===== src/rtl/ysyx_22040386_clint.sv =====
// ----------------------------------------------------------------------------
// ysyx_22040386_clint -- core-local interruptor
//
// Memory-mapped responder on the MEM-stage data port. Holds the software
// interrupt bit (msip), the timer compare register (mtimecmp) and the
// free-running timer (mtime), and drives the machine timer / software
// interrupt lines into the CSR block.
//
// Ports:
//   i_CLINT_clk / i_CLINT_rst          clock, asynchronous active-high reset
//   i_CLINT_req_valid / o_CLINT_req_ready
//                                      request handshake (one outstanding)
//   i_CLINT_req_addr                   64-bit byte address
//   i_CLINT_req_wen                    1 = write, 0 = read
//   i_CLINT_req_wdata / i_CLINT_req_wmask
//                                      write data and byte enables
//   o_CLINT_rsp_valid / i_CLINT_rsp_ready
//                                      response handshake
//   o_CLINT_rsp_rdata                  read data (0 for writes and errors)
//   o_CLINT_rsp_err                    unmapped offset or outside window
//   o_CLINT_mtip / o_CLINT_msip        registered interrupt outputs
//
// Register map (offset from BASE_ADDR, low 3 offset bits ignored):
//   0x0000 msip (bit 0 only), 0x4000 mtimecmp, 0xBFF8 mtime
// ----------------------------------------------------------------------------
module ysyx_22040386_clint #(
  parameter logic [63:0] BASE_ADDR = 64'h0000_0000_0200_0000,
  parameter int unsigned MTIME_DIV = 1
) (
  input  logic        i_CLINT_clk,
  input  logic        i_CLINT_rst,
  input  logic        i_CLINT_req_valid,
  output logic        o_CLINT_req_ready,
  input  logic [63:0] i_CLINT_req_addr,
  input  logic        i_CLINT_req_wen,
  input  logic [63:0] i_CLINT_req_wdata,
  input  logic [7:0]  i_CLINT_req_wmask,
  output logic        o_CLINT_rsp_valid,
  input  logic        i_CLINT_rsp_ready,
  output logic [63:0] o_CLINT_rsp_rdata,
  output logic        o_CLINT_rsp_err,
  output logic        o_CLINT_mtip,
  output logic        o_CLINT_msip
);

  typedef enum logic {
    ST_IDLE = 1'b0,
    ST_RESP = 1'b1
  } state_t;

  // Word indices (offset >> 3) of the three mapped registers.
  localparam logic [12:0] WORD_MSIP     = 13'h0000;
  localparam logic [12:0] WORD_MTIMECMP = 13'h0800;
  localparam logic [12:0] WORD_MTIME    = 13'h17FF;

  localparam logic [15:0] PRESC_LAST = 16'(MTIME_DIV - 1);

  state_t      state_q, state_d;
  logic        msip_q, msip_d;
  logic [63:0] mtimecmp_q, mtimecmp_d;
  logic [63:0] mtime_q, mtime_d;
  logic [15:0] presc_q, presc_d;
  logic [63:0] rdata_q, rdata_d;
  logic        err_q, err_d;
  logic        mtip_q, mtip_d;

  // --------------------------------------------------------------------------
  // Address decode. The subtraction wraps for addresses below BASE_ADDR, so
  // those land far above 64 KiB and fall outside the window as well.
  // --------------------------------------------------------------------------
  logic [63:0] offset;
  logic        in_win;
  logic [12:0] word_idx;
  logic        sel_msip, sel_mtimecmp, sel_mtime, hit;
  logic        unused_offset_lsbs;

  assign offset       = i_CLINT_req_addr - BASE_ADDR;
  assign in_win       = (offset[63:16] == 48'd0);
  assign word_idx     = offset[15:3];
  assign sel_msip     = in_win && (word_idx == WORD_MSIP);
  assign sel_mtimecmp = in_win && (word_idx == WORD_MTIMECMP);
  assign sel_mtime    = in_win && (word_idx == WORD_MTIME);
  assign hit          = sel_msip | sel_mtimecmp | sel_mtime;
  assign unused_offset_lsbs = ^offset[2:0];

  // --------------------------------------------------------------------------
  // Byte-merged write values for the two 64-bit registers.
  // --------------------------------------------------------------------------
  logic [63:0] mtimecmp_wr, mtime_wr;

  generate
    for (genvar gi = 0; gi < 8; gi++) begin : g_merge
      assign mtimecmp_wr[gi*8 +: 8] = i_CLINT_req_wmask[gi] ? i_CLINT_req_wdata[gi*8 +: 8]
                                                            : mtimecmp_q[gi*8 +: 8];
      assign mtime_wr[gi*8 +: 8]    = i_CLINT_req_wmask[gi] ? i_CLINT_req_wdata[gi*8 +: 8]
                                                            : mtime_q[gi*8 +: 8];
    end
  endgenerate

  // Prescaler wrap marks an mtime tick edge.
  logic tick;
  assign tick = (presc_q == PRESC_LAST);

  always_comb begin
    state_d    = state_q;
    msip_d     = msip_q;
    mtimecmp_d = mtimecmp_q;
    presc_d    = tick ? 16'd0 : presc_q + 16'd1;
    mtime_d    = tick ? mtime_q + 64'd1 : mtime_q;
    rdata_d    = rdata_q;
    err_d      = err_q;
    // Compare on the values already in the registers, giving a one-cycle lag.
    mtip_d     = (mtime_q >= mtimecmp_q);

    case (state_q)
      ST_IDLE: begin
        if (i_CLINT_req_valid) begin
          state_d = ST_RESP;
          err_d   = ~hit;
          rdata_d = 64'd0;
          if (hit) begin
            if (i_CLINT_req_wen) begin
              if (sel_msip && i_CLINT_req_wmask[0]) msip_d = i_CLINT_req_wdata[0];
              if (sel_mtimecmp) mtimecmp_d = mtimecmp_wr;
              // A software write replaces the tick increment on the same edge.
              if (sel_mtime) mtime_d = mtime_wr;
            end else begin
              if (sel_msip)          rdata_d = {63'd0, msip_q};
              else if (sel_mtimecmp) rdata_d = mtimecmp_q;
              else                   rdata_d = mtime_q;
            end
          end
        end
      end
      ST_RESP: begin
        if (i_CLINT_rsp_ready) state_d = ST_IDLE;
      end
      default: state_d = ST_IDLE;
    endcase
  end

  always_ff @(posedge i_CLINT_clk or posedge i_CLINT_rst) begin
    if (i_CLINT_rst) begin
      state_q    <= ST_IDLE;
      msip_q     <= 1'b0;
      mtimecmp_q <= 64'hFFFF_FFFF_FFFF_FFFF;
      mtime_q    <= 64'd0;
      presc_q    <= 16'd0;
      rdata_q    <= 64'd0;
      err_q      <= 1'b0;
      mtip_q     <= 1'b0;
    end else begin
      state_q    <= state_d;
      msip_q     <= msip_d;
      mtimecmp_q <= mtimecmp_d;
      mtime_q    <= mtime_d;
      presc_q    <= presc_d;
      rdata_q    <= rdata_d;
      err_q      <= err_d;
      mtip_q     <= mtip_d;
    end
  end

  assign o_CLINT_req_ready = (state_q == ST_IDLE);
  assign o_CLINT_rsp_valid = (state_q == ST_RESP);
  assign o_CLINT_rsp_rdata = rdata_q;
  assign o_CLINT_rsp_err   = err_q;
  assign o_CLINT_mtip      = mtip_q;
  assign o_CLINT_msip      = msip_q;

endmodule

===== config.mk =====
export PLATFORM = sky130hd
export DESIGN_NAME = ysyx_22040386_clint
export DESIGN_NICKNAME = d
export VERILOG_FILES = /design/src/rtl/ysyx_22040386_clint.sv
export SDC_FILE = /design/constraint.sdc
export NUM_CORES = 1
export LEC_CHECK = 0
export CAP_MARGIN = 0
export CORE_AREA = 2 2 166 168
export DETAILED_ROUTE_END_ITERATION = 6
export DIE_AREA = 0 0 168 170
export PLACE_DENSITY = 0.76
export SETUP_SLACK_MARGIN = 0.05
export SKIP_CTS_REPAIR_TIMING = 1
export SYNTH_ARGS = -nofsm -noshare
export SYNTH_HDL_FRONTEND = slang
export SYNTH_SLANG_ARGS = --single-unit

===== constraint.sdc =====
create_clock -name i_CLINT_clk -period 5.99 [get_ports i_CLINT_clk]
set_input_delay 0.599 -clock i_CLINT_clk [delete_from_list [all_inputs] [get_ports i_CLINT_clk]]
set_output_delay 0.599 -clock i_CLINT_clk [all_outputs]
set_load 0.01 [all_outputs]

==> impl_results.md <==
* CP Capture Type: register
* Top cells by instance count after synthesis: nand4_1 (165), nand2_1 (162), dfrtp_1 (148)
* R2r setup slk at 2.39 ns
* Largest stage delay, worst path at 0.53 ns
* Unrepaired setup endpoints after global routing: false
* Most frequent CP cell: nor2_1
* Cell area power density at 195 nW/um^2
* Slew Viols, Final at 0
* Later-pin clock latency in the skew report at 0.52 ns
* Final Util at 60.1%
* Min Tclk post-route at 4.38 ns
* Antenna-violating nets left at 0
* Synth warn at 0
* Number of synthesized register bits at 212
* CP max stage cell: clkdlybuf4s50_1
* Final setup vio count at 0
* Primary FF master, synth: dfrtp_1
* IO Count at 210
* Worst Hold Class: register to register
* DIE AREA at 28600 sq um
* Largest net degree at the start of global routing at 185
* Setup crit start kind: input pin
* CTS sink cnt at 212
* CTS Buffer Depth at 3
* Drt pass-1 iters at 5
* DR vias/cell at 6.13
* First-pass GRT wire length at 60.7 mm
* FILL cells at 2247
* Total track usage at 25.8%
* Gpl congestion at 0.884
* Grt ovf at 0
* CTS Buf Count at 24
* Setup CP Type: input pin to register
* LEAKAGE at 6.65 nW
* Setup Skew at 0.0114 ns
* Async S/R FF share, synth at 100%
* Top cell type's share of synthesized area at 28.7%
* Dpl hpwl at 25.8 mm
* Number of global-route vias before repair at 11700
* Final number of hold-violating endpoints at 0
* Post-Synthesis Cells at 1461
* Worst-path fanout max at 22
* Htree depth at 1
* Drt total wl at 37.2 mm
* FMAX at 228 MHz
* Syn Std Cell Area at 12900 sq um
* Vias post-DR at 12200
* Crit-path leading delay family: simple AND/OR/NAND/NOR gates
* Worst slew slack as a fraction of its limit at 32.3%
* Total negative slack at 0 ns
* Outcome: finished, final reports clean
* Clock Pin Slew Worst Setup and Hold Paths at 0.06 ns
* Top cells by area, synth: dfrtp_1 (29%), dfstp_2 (13%), nand4_1 (8.0%)
* Crit path buf inv count at 3
* Crit path DAT at 4.78 ns
* Num rows at 60
* Slew @ Worst Pin at 1.02 ns
* Initial antenna violation count at 1
* Max Cap Viol at 0
* Core ar. at 26700 sq um
* Die Width at 168 microns
* TritonCTS clock tree: done
* EDFF count, synth at 0
* Dominant cell type by area after synthesis: dfrtp_1
* Root Driver: clkbuf_16
* Starting Density at 48.5%
* Final net count at 1834
* Register area share after synthesis at 41.7%
* Post-route clock period utilization at 73.2%
* Layout cells sized above 1 at 11.5%
* Count of different cell masters after synthesis at 74
* Peak supply drop at 158 uV
* Die Y at 170 microns
* Layout area overhead at 24.0%
* Number of port buffers at 206
* Worst-path cell chain: clkdlybuf4s50_1 > inv_1 > ha_1 > or3b_1 > nor2_1 > nand4_1 > or3_4 > a2111oi_4 > nand4_2 > buf_4 > or2_0 > o22ai_1 > nor2_1
* Syn_area_per_cell at 8.84 sq um
* Cell with the most instances after synthesis: nand4_1
* Routed wire per std cell at 18.7 microns
* Syn nets at 1670
* Worst EP required at 6.39 ns
* First DRT Iteration DRCs at 1257
* DRC Markers at 0
worst min-delay path, delay by kind of cell, from the launching register on:
| kind | cells | cell delay (ns) |
|---|---|---|
| and+or+nand+nor | 2 | 0.10 |
| DFF | 1 | 0.34 |
cells in the final DEF (no fill, tap or decap), types with 9 or more instances in the layout:
cell type / instances
inv_1: 100
o211ai_1: 9
o22ai_1: 11
dfstp_2: 64
nand3_1: 110
nand2b_1: 9
o21ai_0: 57
a32oi_1: 9
a21oi_1: 52
nor4_1: 22
clkdlybuf4s50_1: 206
and4_1: 11
dfrtp_1: 148
nand4_1: 165
and3_1: 22
a211oi_1: 9
xnor2_1: 14
a21o_1: 21
nor2_1: 90
nand2_1: 161
clkbuf_16: 25
buf_4: 11
and2_1: 11
mux2_2: 56
ha_1: 68
nor3_1: 30
cells by family after synthesis:
logic type | after synthesis | synth area share, %
and+or+nand+nor | 696 | 28.3
xor gates and xnor gates | 18 | 1.22
DFF | 212 | 41.7
AOI/OAI and AO/OA | 224 | 11.5
buffers and inverters | 182 | 5.44
adders and majority gates | 68 | 6.59
muxes | 61 | 5.31
metal layers:
layer | vias to the layer above | GRT usage [%] | wire length [microns] | part of all wire [%]
met3 | 61 | 3.33 | 2050 | 5.5
li1 | 5720 | - | - | -
met2 | 402 | 41.9 | 17500 | 47
met4 | 0 | 7.64 | 795 | 2.1
met5 | - | 0 | 0 | 0
met1 | 5969 | 36.4 | 16800 | 45
flip-flops by register name, summed over array words and instances, names as in the netlist:
register / count
mtime_q: 64
mtimecmp_q: 64
o_CLINT_rsp_rdata: 64
presc_q: 16
o_CLINT_msip: 1
o_CLINT_mtip: 1
o_CLINT_rsp_err: 1
o_CLINT_rsp_valid: 1
where the power goes:
part / leakage, nW / switching, mW / total [mW] / internal [mW]
Combinational: 3.67 / 0.129 / 0.229 / 0.0998
Clock: 0.383 / 0.583 / 1.45 / 0.867
Sequential: 2.59 / 0.00134 / 1.44 / 1.44
Total: 6.65 / 0.714 / 3.12 / 2.40
through the flow:
| stage | area (sq um) | hold WS, ns | instances | power [mW] | setup WS (ns) |
|---|---|---|---|---|---|
| 6_report | 16000 | 0.472 | 1984 | 3.12 | 1.61 |
| 5_1_grt | 16000 | 0.499 | 1984 | 3.23 | 1.39 |
| 4_1_cts | 16000 | 0.479 | 1983 | 3.15 | 1.72 |
| 3_5_place_dp | 15200 | 0.466 | 1940 | 1.69 | 1.18 |
| 2_1_floorplan | 12900 | 0.446 | 1461 | 1.54 | 2.53 |
| 3_3_place_gp | 15200 | 0.462 | 1940 | 1.69 | 1.27 |
path summary, 6_finish.rpt:
check | to | cells past startpoint | start
min reg2reg | o_CLINT_rsp_rdata[52] | 2 | o_CLINT_rsp_rdata[52]
max in group asynchronous | o_CLINT_rsp_rdata[16] | 3 | i_CLINT_rst
min in group asynchronous | o_CLINT_rsp_rdata[37] | 2 | i_CLINT_rst
max reg2reg | mtime_q[58] | 9 | mtime_q[24]
max | mtime_q[28] | 13 | i_CLINT_req_addr[25]
min | o_CLINT_rsp_rdata[52] | 2 | o_CLINT_rsp_rdata[52]
cell type report:
cell class / instances / area (sq um) / area share [%]
multi-input cells: 1067 / 6860 / 42.8
diodes: 1 / 2.50 / 0.0156
repair buffers: 219 / 2180 / 13.6
inverters: 101 / 383 / 2.39
clock buffers: 38 / 724 / 4.52
clock inverters: 5 / 50.0 / 0.313
well taps: 341 / 427 / 2.66
flip-flops and latches: 212 / 5390 / 33.6
Power figures use the tool's default switching activity.
